**config.mk**
```make
export PLATFORM = sky130hd
export DESIGN_NAME = dmem_arbiter
export DESIGN_NICKNAME = d
export VERILOG_FILES = /design/src/rtl/dmem_arbiter.sv
export SDC_FILE = /design/constraint.sdc
export NUM_CORES = 1
export LEC_CHECK = 0
export BUFFER_PORTS_ARGS = -buffer_cell sky130_fd_sc_hd__buf_4
export CAP_MARGIN = 30
export CORE_ASPECT_RATIO = 1.1
export CORE_MARGIN = 3
export CORE_UTILIZATION = 37
export CTS_BUF_LIST = sky130_fd_sc_hd__clkbuf_16
export DETAILED_ROUTE_END_ITERATION = 12
export GPL_ROUTABILITY_DRIVEN = 0
export GPL_TIMING_DRIVEN = 0
export MAX_ROUTING_LAYER = met4
export SKIP_CTS_REPAIR_TIMING = 1
export SLEW_MARGIN = 20
export SYNTH_ARGS = -nofsm -noshare
export SYNTH_HDL_FRONTEND = slang
export SYNTH_SLANG_ARGS = --single-unit
```
**constraint.sdc**
```tcl
create_clock -name clk -period 2.04 [get_ports clk]
set_input_delay 0.306 -clock clk [delete_from_list [all_inputs] [get_ports clk]]
set_output_delay 0.306 -clock clk [all_outputs]
set_load 0.01 [all_outputs]
```
**src/rtl/dmem_arbiter.sv**
```systemverilog
// dmem_arbiter: shares a byte-wide data memory between two word requesters.
// Port 0 is the processor load/store path, port 1 the loader/debug path.
// A granted word access runs as four big-endian byte beats: the byte at the
// base address carries bits 31:24. All outputs are registered.
module dmem_arbiter #(
  parameter int ADDR_W     = 5,
  parameter int FIXED_PRIO = 0
) (
  input  logic              clk,
  input  logic              reset,
  input  logic              req0,
  input  logic              req1,
  input  logic              we0,
  input  logic              we1,
  input  logic [ADDR_W-1:0] addr0,
  input  logic [ADDR_W-1:0] addr1,
  input  logic [31:0]       wdata0,
  input  logic [31:0]       wdata1,
  output logic              done0,
  output logic              done1,
  output logic [31:0]       rdata0,
  output logic [31:0]       rdata1,
  output logic [1:0]        gnt,
  output logic              busy,
  output logic [ADDR_W-1:0] mem_addr,
  output logic              mem_we,
  output logic [7:0]        mem_wdata,
  input  logic [7:0]        mem_rdata
);

  typedef enum logic [1:0] {
    IDLE = 2'd0,
    XFER = 2'd1,
    DONE = 2'd2
  } state_t;

  state_t              state_r;
  logic                owner_r;   // 0 = port 0, 1 = port 1
  logic                we_r;
  logic [ADDR_W-1:0]   addr_r;
  logic [31:0]         wdata_r;
  logic [1:0]          beat_r;
  logic [23:0]         acc_r;     // first three read bytes, oldest in the top byte
  logic                last_r;    // port served most recently

  logic                win_s;
  logic                sel_we_s;
  logic [ADDR_W-1:0]   sel_addr_s;
  logic [31:0]         sel_wdata_s;
  logic [1:0]          beat_nxt_s;

  // Byte of a word driven on a given beat; beat 0 is the most significant byte.
  function automatic logic [7:0] beat_byte(input logic [31:0] w, input logic [1:0] b);
    case (b)
      2'd0:    return w[31:24];
      2'd1:    return w[23:16];
      2'd2:    return w[15:8];
      2'd3:    return w[7:0];
      default: return 8'h00;
    endcase
  endfunction

  // Pick the winner of the IDLE arbitration and mux its request fields.
  always_comb begin
    win_s = 1'b0;
    if (req0 && req1) begin
      if (FIXED_PRIO != 0) begin
        win_s = 1'b0;
      end else begin
        win_s = ~last_r;
      end
    end else if (req1) begin
      win_s = 1'b1;
    end else begin
      win_s = 1'b0;
    end
    if (win_s) begin
      sel_we_s    = we1;
      sel_addr_s  = addr1;
      sel_wdata_s = wdata1;
    end else begin
      sel_we_s    = we0;
      sel_addr_s  = addr0;
      sel_wdata_s = wdata0;
    end
    beat_nxt_s = beat_r + 2'd1;
  end

  // Access sequencer: latch the winner, run four byte beats, pulse done.
  always_ff @(posedge clk) begin
    if (reset) begin
      state_r   <= IDLE;
      owner_r   <= 1'b0;
      we_r      <= 1'b0;
      addr_r    <= '0;
      wdata_r   <= 32'h0000_0000;
      beat_r    <= 2'd0;
      acc_r     <= 24'h00_0000;
      last_r    <= 1'b1;
      gnt       <= 2'b00;
      busy      <= 1'b0;
      done0     <= 1'b0;
      done1     <= 1'b0;
      rdata0    <= 32'h0000_0000;
      rdata1    <= 32'h0000_0000;
      mem_addr  <= '0;
      mem_we    <= 1'b0;
      mem_wdata <= 8'h00;
    end else begin
      case (state_r)
        IDLE: begin
          done0 <= 1'b0;
          done1 <= 1'b0;
          if (req0 || req1) begin
            state_r   <= XFER;
            owner_r   <= win_s;
            we_r      <= sel_we_s;
            addr_r    <= sel_addr_s;
            wdata_r   <= sel_wdata_s;
            beat_r    <= 2'd0;
            acc_r     <= 24'h00_0000;
            gnt       <= win_s ? 2'b10 : 2'b01;
            busy      <= 1'b1;
            // Beat 0 is presented straight from the winning port's fields.
            mem_addr  <= sel_addr_s;
            mem_we    <= sel_we_s;
            mem_wdata <= sel_we_s ? sel_wdata_s[31:24] : 8'h00;
          end
        end
        XFER: begin
          if (!we_r) begin
            acc_r <= {acc_r[15:0], mem_rdata};
          end
          if (beat_r == 2'd3) begin
            state_r   <= DONE;
            mem_addr  <= '0;
            mem_we    <= 1'b0;
            mem_wdata <= 8'h00;
            if (owner_r) begin
              done1 <= 1'b1;
              if (!we_r) begin
                rdata1 <= {acc_r, mem_rdata};
              end
            end else begin
              done0 <= 1'b1;
              if (!we_r) begin
                rdata0 <= {acc_r, mem_rdata};
              end
            end
          end else begin
            beat_r    <= beat_nxt_s;
            // Sum is truncated to ADDR_W bits, so the top address wraps to 0.
            mem_addr  <= addr_r + ADDR_W'(beat_nxt_s);
            mem_we    <= we_r;
            mem_wdata <= we_r ? beat_byte(wdata_r, beat_nxt_s) : 8'h00;
          end
        end
        DONE: begin
          state_r <= IDLE;
          done0   <= 1'b0;
          done1   <= 1'b0;
          gnt     <= 2'b00;
          busy    <= 1'b0;
          beat_r  <= 2'd0;
          last_r  <= owner_r;
        end
        default: begin
          state_r   <= IDLE;
          gnt       <= 2'b00;
          busy      <= 1'b0;
          done0     <= 1'b0;
          done1     <= 1'b0;
          mem_addr  <= '0;
          mem_we    <= 1'b0;
          mem_wdata <= 8'h00;
        end
      endcase
    end
  end

endmodule

```
==> results of run 1 <==
## worst min-delay path, delay by kind of cell
family	cells	cell delay [ns]
and+or+nand+nor	1	0.05
AOI/OAI and AO/OA	1	0.05
buffers and inverters	1	0.12
## through the flow
stage	hold WS (ns)	std cells	util, %
floorplan	0.4219	694	-
global placement	0.4431	1063	47.64
detailed placement	0.4493	1063	47.64
CTS	0.1412	1094	51.00
global route	0.1563	1093	51.14
finish	0.1553	1093	51.14
## path summary, 6_finish.rpt
path | endpoint | slack, ns
setup / recovery | mem_addr[4]$_SDFFE_PP0P_ | 0.15
hold / removal | rdata1[2]$_SDFFE_PP0P_ | 0.16
setup reg to reg | mem_addr[4]$_SDFFE_PP0P_ | 0.15
hold reg to reg | rdata1[11]$_SDFFE_PP0P_ | 0.46
## kinds of logic after synthesis
kind of cell,count (synthesis),share of synthesized area [%]
AO/OA/AOI/OAI,181,23.40
XOR/XNOR,3,0.4397
adder cells (fa/ha/maj),7,1.591
buffers and inverters,72,6.133
flip-flops,143,47.90
multiplexers,6,1.089
AND/OR/NAND/NOR,282,19.45
## sequential cells by signal, indices dropped and copies added (netlist names), 2 cells and up
signal / flops
wdata_r: 24
rdata0: 32
gnt: 2
acc_r: 24
beat_r: 2
mem_addr: 5
addr_r: 5
state_r: 2
mem_wdata: 8
rdata1: 32
## synthesized netlist by cell type (all sizes together) (5+ instances only)
library cell	instances	area share [%]
o21ai	11	0.92
clkbuf	31	1.9
ha	6	1.3
a222oi	9	1.5
inv	9	0.57
a22oi	25	3.1
nand2	185	12
a311oi	24	6.0
a31oi	8	0.84
a21oi	72	6.1
dfxtp	143	48
and3	10	1.0
buf	32	3.6
nor2	65	4.2
a211oi	9	1.5
a2bb2oi	12	1.8
mux2i	5	0.84
## power by group through the flow
stage,clock network (mW),registers (mW),logic (mW)
finish,2.82,2.99,0.819
global route,2.97,3.00,0.894
CTS,2.85,2.99,0.816
detailed placement,0,3.04,0.812
global placement,0,3.05,0.810
floorplan,0,3.03,0.485
## layout make-up
cell class / count / area (sq um) / area share [%]
multi-input cells: 479 / 2765 / 34.36
clock inverters: 14 / 103.9 / 1.291
plain buffers: 62 / 329.1 / 4.090
inverters: 9 / 33.78 / 0.4198
repair buffers: 169 / 1269 / 15.77
well taps: 200 / 250.2 / 3.110
clock buffers: 17 / 425.4 / 5.287
flip-flops and latches: 143 / 2870 / 35.67
## metal layers
layer,vias to the layer above,part of all wire (%),wire [um],track usage [%]
li1,2773,-,-,-
met1,2654,44,8057,25.52
met2,171,50,9126,35.01
met3,20,5.3,966,5.144
met4,0,1.3,236,5.929
met5,-,0,0,-
==> out/summary.json, run 1 <==
{
  "setup_viol": 0,
  "fillerInstances": 1566,
  "cp.depth": 8,
  "ctsHtreeMaxLevel": 4,
  "area_growth_pct": 34.62,
  "net_count_synth": 789,
  "ys.flop_type": "dfxtp_1",
  "overflow": 0,
  "report.final.hold_viol_count": 0,
  "worstHoldPathType": "input port to register",
  "post_dp_cell_area_sq_mm": 0.007496,
  "skew_ns": 0.008801,
  "actual_slew_at_the_worst_max_slew_pin_ns": 0.7179,
  "ctsLongestPathBuffers": 2,
  "final_min_period_over_clock_period_pct": 92.58,
  "synth_enable_flop_cells": 0,
  "gr-usage-all-layers_pct": 21.09,
  "first_pass_grt_wire_length_um": 28790,
  "fp.coreArea_sq_mm": 0.01574,
  "synth_cell_type_count": 47,
  "worst_r2r_startpoint": "beat_r[1]$_SDFFE_PP0P_",
  "power.net_switching_mw": 1.703,
  "cp.arrival_ns": 2.19,
  "dpl_worst_slack_ns": -0.1638,
  "switching_share_pct": 25.71,
  "first_iter_violations": 448,
  "rr_worst_depth": 8,
  "clock_tree.root_cell": "clkbuf_16",
  "clkSinkCount": 143,
  "critical_path.n_buffers_inverters": 2,
  "antenna_cells": 0,
  "portBuffers": 169,
  "intPower_mw": 4.920,
  "clkTransAtPathRegs_ns": 0.06,
  "cts_made_buffers": 17,
  "vias": 5618,
  "required_ns": 2.34,
  "syn_inst": 694,
  "timing.critical_path.from_type": "register",
  "worst-path-max-fanout": 5,
  "whs_path_depth": 3,
  "yosysSeqAreaShare_pct": 47.90,
  "design.final.nets": 976,
  "hold_path.startpoint": "mem_rdata[2]",
  "final_period_minus_worst_setup_slack_ns": 1.889,
  "final-max-slew-violation-count": 0,
  "dieArea_sq_mm": 0.01772,
  "antenna_found_initial": 0,
  "final_cell_mix": "nand2_1, buf_4, dfxtp_1",
  "power.ir.vdd_worst_mv": 0.5444,
  "later_pin_clock_latency_in_the_skew_report_ns": 0.42,
  "die_h_um": 139.3,
  "max_freq_mhz": 529.5,
  "mostFrequentLayoutCell": "nand2_1",
  "power_density_mw_per_mm2": 823.1,
  "startpoint": "beat_r[1]$_SDFFE_PP0P_",
  "power.static_leakage_nw": 3.250,
  "floorplan.rows": 48,
  "floorplan.initialDensity_pct": 37.99,
  "io_pins": 171,
  "mappedNetlistArea_sq_mm": 0.005977,
  "postLayoutSetupSlackWorst_ns": 0.1514,
  "maximum_number_of_pins_on_one_net_before_global_route_repair": 17,
  "first_global_vias": 5649,
  "ys_async_sr_fraction_pct": 0,
  "fin_total_pwr_mw": 6.623,
  "clock_power_share_pct": 42.5,
  "crit_type": "register to register",
  "timing.critical_path.mode_cell": "inv_1",
  "avgSynthCellArea_sq_um": 8.612,
  "synth_seq_cells": 143,
  "setup_tns_ns": 0,
  "worst_setup_ep_type": "register",
  "tritoncts": "done",
  "drc_markers": 0,
  "via_per_instance_ratio": 5.140,
  "wirelength_um": 18390,
  "drt-pass1-iter-count": 5,
  "drt-wirelength-per-cell_um": 16.82,
  "crit_path_cell_trace": "inv_1 > ha_4 > inv_1 > fa_2 > nand3b_1 > xor2_1 > a2bb2oi_1 > o21ai_1",
  "result_of_the_run": "complete, no violations",
  "drt.antenna.violating_nets": 0,
  "yosys_warnings": 0,
  "crit_family": "adder cells",
  "max_cap_viol_count": 0,
  "dp.final_hpwl_um": 13800,
  "max_slew_margin_vs_limit_pct": 52.14,
  "fin_area_sq_mm": 0.008046,
  "rsz_0062_raised_after_global_routing": "false",
  "proportion_of_layout_cells_with_a_drive_suffix_above_1_pct": 30.12,
  "critPathSlowestCell": "dfxtp_4",
  "power.combinational.fraction_pct": 12.4,
  "horizontal_extent_of_the_die_um": 127.2,
  "cp_slowest_stage_delay_ns": 0.37,
  "share_seq_of_total_power_pct": 45.1
}
No activity file was read; power rests on OpenSTA's default activity.
==> run 2: changes to the inputs <==
--- a/config.mk
+++ b/config.mk
@@ -16,4 +16,5 @@
 export GPL_TIMING_DRIVEN = 0
 export MAX_ROUTING_LAYER = met4
+export PLACE_DENSITY = 0.64
 export SKIP_CTS_REPAIR_TIMING = 1
 export SLEW_MARGIN = 20
==> constraint.sdc (replaced) <==
create_clock -name clk -period 2.04 [get_ports clk]
set_input_delay 0.204 -clock clk [delete_from_list [all_inputs] [get_ports clk]]
set_output_delay 0.204 -clock clk [all_outputs]
set_load 0.01 [all_outputs]
==> run 2 against run 1 <==
  * Wire length decreased by 0.60%
  * Clock skew increased by 0.0046 ns
  * Clock-buffer cell count unchanged
  * Final cell count about the same
  * Largest cell class unchanged
  * Via count about the same
  * Sequential cell count unchanged
  * Power increased by 3.9%
  * Fmax increased by 1.4%
==> out/summary.json, run 2 (synthesis results as in run 1) <==
{
  "portBuffers": {"value": 169, "change": "unchanged"},
  "crit_type": "register to register",
  "tritoncts": "done",
  "floorplan.initialDensity": {"value": 37.99, "unit": "%", "change": "unchanged"},
  "clock_tree.root_cell": "clkbuf_16",
  "horizontal_extent_of_the_die": {"value": 127.2, "unit": "um", "change": "unchanged"},
  "fin_area": {"value": 0.008099, "unit": "sq mm", "change": "+0.65%"},
  "drt-pass1-iter-count": {"value": 5, "change": "unchanged"},
  "max_freq": {"value": 537.1, "unit": "MHz", "change": "+1.4%"},
  "power_density": {"value": 849.5, "unit": "mW/mm^2", "change": "+3.2%"},
  "drt.antenna.violating_nets": {"value": 0, "change": "unchanged"},
  "drc_markers": {"value": 0, "change": "unchanged"},
  "fp.coreArea": {"value": 0.01574, "unit": "sq mm", "change": "unchanged"},
  "die_h": {"value": 139.3, "unit": "um", "change": "unchanged"},
  "report.final.hold_viol_count": {"value": 0, "change": "unchanged"},
  "vias": {"value": 5621, "change": "+0.053%"},
  "place.detailed.instances": {"value": 1063, "change": "unchanged"},
  "proportion_of_layout_cells_with_a_drive_suffix_above_1": {"value": 29.98, "unit": "%", "change": "-0.15 points"},
  "required": {"value": 2.32, "unit": "ns", "change": "-0.02 ns"},
  "max_cap_viol_count": {"value": 0, "change": "unchanged"},
  "skew": {"value": 0.01335, "unit": "ns", "change": "+0.004552 ns"},
  "later_pin_clock_latency_in_the_skew_report": {"value": 0.42, "unit": "ns", "change": "about the same"},
  "maximum_number_of_pins_on_one_net_before_global_route_repair": {"value": 17, "change": "unchanged"},
  "worstHoldPathType": "input port to register",
  "fin_total_pwr": {"value": 6.880, "unit": "mW", "change": "+3.9%"},
  "wirelength": {"value": 18280, "unit": "um", "change": "-0.60%"},
  "io_pins": {"value": 171, "change": "unchanged"},
  "rsz_0062_raised_after_global_routing": "false",
  "setup_viol": {"value": 0, "change": "unchanged"},
  "gr-usage-all-layers": {"value": 21.21, "unit": "%", "change": "+0.12 points"},
  "mostFrequentLayoutCell": "nand2_1",
  "dp.final_hpwl": {"value": 13460, "unit": "um", "change": "-2.5%"},
  "worst-path-max-fanout": {"value": 6, "change": "+1"},
  "first_iter_violations": {"value": 510, "change": "+14%"},
  "clkTransAtPathRegs": {"value": 0.06, "unit": "ns", "change": "about the same"},
  "via_per_instance_ratio": {"value": 5.138, "change": "about the same"},
  "postLayoutSetupSlackWorst": {"value": 0.1783, "unit": "ns", "change": "+0.02685 ns"},
  "floorplan.rows": {"value": 48, "change": "unchanged"},
  "area_growth_pct": 35.50,
  "fin_hold_ws": {"value": 0.05273, "unit": "ns", "change": "-0.1025 ns"},
  "actual_slew_at_the_worst_max_slew_pin": {"value": 0.7445, "unit": "ns", "change": "+0.02660 ns"},
  "antenna_cells": {"value": 0, "change": "unchanged"},
  "final_period_minus_worst_setup_slack": {"value": 1.862, "unit": "ns", "change": "-0.02685 ns"},
  "ctsLongestPathBuffers": {"value": 2, "change": "unchanged"},
  "final-max-slew-violation-count": {"value": 0, "change": "unchanged"},
  "design.final.nets": {"value": 976, "change": "unchanged"},
  "dieArea": {"value": 0.01772, "unit": "sq mm", "change": "unchanged"},
  "ctsHtreeMaxLevel": {"value": 4, "change": "unchanged"},
  "timing.critical_path.from_type": "register",
  "finish.cell_count_without_fillers": {"value": 1094, "change": "+0.091%"},
  "clkSinkCount": {"value": 143, "change": "unchanged"},
  "dpl_worst_slack": {"value": -0.1095, "unit": "ns", "change": "+0.05438 ns"},
  "reg_top3": "rdata0: 32 flops, rdata1: 32 flops",
  "final_cell_mix": "nand2_1, buf_4, dfxtp_1",
  "post_dp_cell_area": {"value": 0.007496, "unit": "sq mm", "change": "unchanged"},
  "cp.arrival": {"value": 2.15, "unit": "ns", "change": "-0.04 ns"},
  "result_of_the_run": "complete, no violations",
  "drt-wirelength-per-cell": {"value": 16.71, "unit": "um", "change": "-0.69%"},
  "antenna_found_initial": {"value": 0, "change": "unchanged"},
  "power.static_leakage": {"value": 3.283, "unit": "nW", "change": "+0.99%"},
  "max_slew_margin_vs_limit": {"value": 50.36, "unit": "%", "change": "-1.8 points"},
  "fillerInstances": {"value": 1571, "change": "+0.32%"},
  "final_min_period_over_clock_period": {"value": 91.26, "unit": "%", "change": "-1.3 points"},
  "overflow": {"value": 0, "change": "unchanged"},
  "worst_setup_ep_type": "register",
  "power.ir.vdd_worst": {"value": 0.6211, "unit": "mV", "change": "+14%"},
  "cts_made_buffers": {"value": 17, "change": "unchanged"},
  "first_global_vias": {"value": 5338, "change": "-5.5%"},
  "first_pass_grt_wire_length": {"value": 28890, "unit": "um", "change": "+0.36%"}
}
[run 2: power breakdown]
part	switching, mW	internal [mW]
Sequential	0.0903	2.90
Clock	1.18	1.89
Combinational	0.435	0.381
Total	1.71	5.17
[run 2: final timing paths]
kind	startpoint	endpoint	slack [ns]	depth (start not counted)
max	beat_r[0]$_SDFFE_PP0P_	mem_addr[4]$_SDFFE_PP0P_	0.18	8
min	mem_rdata[3]	rdata1[3]$_SDFFE_PP0P_	0.05	3
max reg2reg	beat_r[0]$_SDFFE_PP0P_	mem_addr[4]$_SDFFE_PP0P_	0.18	8
min reg2reg	rdata0[16]$_SDFFE_PP0P_	rdata0[16]$_SDFFE_PP0P_	0.45	2
[run 2: stage by stage]
stage	util (%)	TNS [ns]
after global placement	47.64	-1.824
after global routing	51.47	0
after floorplan	-	0
after detailed placement	47.64	-1.368
after CTS	51.34	-1.816
final	51.47	0
[run 2: area by class of cell]
cell class	instances	area, sq um	area share (%)
repair buffers	169	1269	15.67
inverters	9	33.78	0.4171
clock buffers	17	425.4	5.253
flip-flops and latches	143	2870	35.44
well taps	200	250.2	3.090
clock inverters	15	156.4	1.931
multi-input cells	479	2765	34.14
plain buffers	62	329.1	4.063
[run 2: worst max-delay path, cell delays in order (launching register included)]
cell	delay (ns)
dfxtp_4	0.38
inv_2	0.08
ha_4	0.29
inv_1	0.06
fa_2	0.36
nand3b_1	0.18
xor2_1	0.15
a2bb2oi_1	0.16
o21ai_0	0.09
[run 2: layer usage]
layer  routed length [um]  vias up  GRT usage [%]  part of all wire [%]
met1                 8188     2606          27.72                    45
li1                     -     2779              -                     -
met4                  341        0          7.340                   1.9
met2                 8659      207          32.94                    47
met3                 1087       29          4.069                   5.9
met5                    0        -              -                     0
==> run 3: changes to the inputs <==
CORE_ASPECT_RATIO = unset   (was 1.1)
CTS_BUF_LIST = sky130_fd_sc_hd__clkbuf_8   (was sky130_fd_sc_hd__clkbuf_16)
SKIP_CTS_REPAIR_TIMING = unset   (was 1)
==> run 3 against run 2 <==
  * Sequential share of layout area increased by 0.57 points
  * Final cell count is 1.0% higher
  * Wire length increased by 0.65%
  * Hold slack worse by 0.031 ns
  * Worst setup slack worse by 0.018 ns
  * Global-route usage is 0.058 points lower
  * Sequential cell count unchanged
  * Cell area fell by 1.6%
  * Non-clock buffer count stayed put
  * Core utilization is essentially flat
  * Critical path type unchanged
==> out/summary.json, run 3 (synthesis results as in run 1) <==
{
  "dpl_worst_slack": {"value": -0.09675, "unit": "ns", "change": "+0.01271 ns"},
  "final_cell_mix": "nand2_1, buf_4, dfxtp_1",
  "fp.coreArea": {"value": 0.01548, "unit": "sq mm", "change": "-1.6%"},
  "power.static_leakage": {"value": 3.207, "unit": "nW", "change": "-2.3%"},
  "area_growth_pct": 33.37,
  "first_iter_violations": {"value": 540, "change": "+5.9%"},
  "wirelength": {"value": 18400, "unit": "um", "change": "+0.65%"},
  "mostFrequentLayoutCell": "nand2_1",
  "cp_slowest_stage_delay": {"value": 0.38, "unit": "ns", "change": "about the same"},
  "portBuffers": {"value": 169, "change": "unchanged"},
  "die_h": {"value": 133.1, "unit": "um", "change": "-4.5%"},
  "fin_area": {"value": 0.007971, "unit": "sq mm", "change": "-1.6%"},
  "finish.cell_count_without_fillers": {"value": 1105, "change": "+1.0%"},
  "skew": {"value": 0.01515, "unit": "ns", "change": "+0.001792 ns"},
  "max_freq": {"value": 531.9, "unit": "MHz", "change": "-0.98%"},
  "tritoncts": "done",
  "design.final.nets": {"value": 976, "change": "unchanged"},
  "share_seq_of_total_power": {"value": 47.4, "unit": "%", "change": "+4.0 points"},
  "place.detailed.instances": {"value": 1074, "change": "+1.0%"},
  "clock_power_share": {"value": 39.5, "unit": "%", "change": "-5.2 points"},
  "setup_tns": {"value": 0, "unit": "ns", "change": "unchanged"},
  "dp.final_hpwl": {"value": 13440, "unit": "um", "change": "-0.15%"},
  "drt-pass1-iter-count": {"value": 5, "change": "unchanged"},
  "cp.arrival": {"value": 2.21, "unit": "ns", "change": "+0.06 ns"},
  "clkSinkCount": {"value": 143, "change": "unchanged"},
  "cts_made_buffers": {"value": 17, "change": "unchanged"},
  "crit_path_cell_trace": "inv_2 > ha_4 > inv_1 > fa_2 > nand3b_1 > xor2_1 > a2bb2oi_1 > o21ai_0",
  "report.final.hold_viol_count": {"value": 0, "change": "unchanged"},
  "post_dp_cell_area": {"value": 0.007510, "unit": "sq mm", "change": "+0.18%"},
  "first_global_vias": {"value": 5360, "change": "+0.41%"},
  "worst_setup_ep_type": "register",
  "worst-path-max-fanout": {"value": 6, "change": "unchanged"},
  "intPower": {"value": 4.624, "unit": "mW", "change": "-11%"},
  "actual_slew_at_the_worst_max_slew_pin": {"value": 0.7617, "unit": "ns", "change": "+0.01716 ns"},
  "fillerInstances": {"value": 1533, "change": "-2.4%"},
  "power_density": {"value": 788.6, "unit": "mW/mm^2", "change": "-7.2%"},
  "ctsLongestPathBuffers": {"value": 2, "change": "unchanged"},
  "timing.critical_path.from_type": "register",
  "final_period_minus_worst_setup_slack": {"value": 1.880, "unit": "ns", "change": "+0.01833 ns"},
  "maximum_number_of_pins_on_one_net_before_global_route_repair": {"value": 17, "change": "unchanged"},
  "overflow": {"value": 0, "change": "unchanged"},
  "vias": {"value": 5627, "change": "+0.11%"},
  "crit_family": "adder cells",
  "proportion_of_layout_cells_with_a_drive_suffix_above_1": {"value": 30.54, "unit": "%", "change": "+0.56 points"},
  "final_min_period_over_clock_period": {"value": 92.16, "unit": "%", "change": "+0.90 points"},
  "crit_type": "register to register",
  "max_slew_margin_vs_limit": {"value": 49.22, "unit": "%", "change": "-1.1 points"},
  "clock_tree.root_cell": "clkbuf_8",
  "critPathSlowestCell": "dfxtp_4",
  "final-max-slew-violation-count": {"value": 0, "change": "unchanged"},
  "worstHoldPathType": "input port to register",
  "first_pass_grt_wire_length": {"value": 29060, "unit": "um", "change": "+0.60%"},
  "setup_viol": {"value": 0, "change": "unchanged"},
  "power.combinational.fraction": {"value": 13.1, "unit": "%", "change": "+1.3 points"},
  "fin_total_pwr": {"value": 6.286, "unit": "mW", "change": "-8.6%"},
  "horizontal_extent_of_the_die": {"value": 133.1, "unit": "um", "change": "+4.7%"},
  "clkTransAtPathRegs": {"value": 0.08, "unit": "ns", "change": "+0.02 ns"},
  "critical_path.n_buffers_inverters": {"value": 2, "change": "unchanged"},
  "result_of_the_run": "complete, no violations",
  "io_pins": {"value": 171, "change": "unchanged"},
  "via_per_instance_ratio": {"value": 5.092, "change": "-0.89%"},
  "later_pin_clock_latency_in_the_skew_report": {"value": 0.46, "unit": "ns", "change": "+0.04 ns"},
  "drt-wirelength-per-cell": {"value": 16.65, "unit": "um", "change": "-0.35%"},
  "power.ir.vdd_worst": {"value": 0.4179, "unit": "mV", "change": "-33%"},
  "postLayoutSetupSlackWorst": {"value": 0.1599, "unit": "ns", "change": "-0.01833 ns"},
  "antenna_found_initial": {"value": 0, "change": "unchanged"},
  "required": {"value": 2.37, "unit": "ns", "change": "+0.05 ns"},
  "floorplan.initialDensity": {"value": 38.60, "unit": "%", "change": "+0.62 points"},
  "reg_top3": "rdata0: 32 flops, rdata1: 32 flops",
  "antenna_cells": {"value": 0, "change": "unchanged"},
  "drt.antenna.violating_nets": {"value": 0, "change": "unchanged"},
  "floorplan.rows": {"value": 45, "change": "-6.3%"},
  "gr-usage-all-layers": {"value": 21.16, "unit": "%", "change": "-0.058 points"},
  "power.net_switching": {"value": 1.662, "unit": "mW", "change": "-2.6%"},
  "drc_markers": {"value": 0, "change": "unchanged"},
  "max_cap_viol_count": {"value": 0, "change": "unchanged"},
  "rsz_0062_raised_after_global_routing": "false",
  "switching_share": {"value": 26.44, "unit": "%", "change": "+1.6 points"},
  "dieArea": {"value": 0.01772, "unit": "sq mm", "change": "about the same"},
  "ctsHtreeMaxLevel": {"value": 4, "change": "unchanged"}
}
==> run 3: changes by cell type in the layout (fill, tap and decap cells not counted), sizes merged <==
cell / change
clkbuf: +4
clkinv: -3
clkinvlp: +1
inv: -2
==> run 3: layer usage <==
layer  GRT usage (%)  wire length [um]  part of all wire [%]  vias up
met2           31.15              8371                    46      173
li1                -                 -                     -     2776
met5               -                 0                     0        -
met3           4.456               887                   4.8       27
met4           5.943               303                   1.6        0
met1           29.50              8833                    48     2651
==> run 3: layout make-up <==
cell class / instances / area [sq um] / area share, %
clock inverter: 11 / 152.6 / 1.915
timing repair buffer: 169 / 1269 / 15.92
clock buffer: 21 / 289.0 / 3.626
multi-input combinational: 479 / 2763 / 34.66
tap: 211 / 264.0 / 3.312
sequential: 143 / 2870 / 36.01
buffer: 62 / 330.3 / 4.144
inverter: 9 / 33.78 / 0.4238
==> run 3: final timing paths <==
check | slack (ns) | cells after the start | startpoint | to
setup reg to reg | 0.16 | 8 | beat_r[0]$_SDFFE_PP0P_ | mem_addr[4]$_SDFFE_PP0P_
setup / recovery | 0.16 | 8 | beat_r[0]$_SDFFE_PP0P_ | mem_addr[4]$_SDFFE_PP0P_
hold reg to reg | 0.46 | 2 | rdata0[27]$_SDFFE_PP0P_ | rdata0[27]$_SDFFE_PP0P_
hold / removal | 0.02 | 3 | mem_rdata[1] | rdata0[1]$_SDFFE_PP0P_
==> run 3: worst min-delay path, cell delays in order <==
cell     delay, ns
buf_4         0.13
nand2_1       0.05
a21oi_1       0.05
==> run 3: what timing repair did <==
action | in CTS | in global routing
setup buffers | 0 | 0
pin swaps | 0 | 1
hold buffers | 0 | 0
setup endpoints to repair | 10 | 62
gates resized for setup | 2 | 7
==> run 3: metrics by stage <==
stage / hold slack, ns / util [%]
after global routing: 0.007358 / 51.48
after floorplan: 0.3199 / -
after CTS: 0.004710 / 51.44
after global placement: 0.4441 / 48.50
final: 0.02123 / 51.48
after detailed placement: 0.4478 / 48.50
==> run 3: power groups by stage <==
| stage | Clock, mW | Combinational [mW] | Sequential [mW] |
|---|---|---|---|
| floorplan | 0 | 0.485 | 3.03 |
| global placement | 0 | 0.806 | 3.04 |
| detailed placement | 0 | 0.815 | 3.04 |
| CTS | 2.52 | 0.824 | 2.98 |
| global route | 2.64 | 0.901 | 2.99 |
| finish | 2.48 | 0.822 | 2.98 |
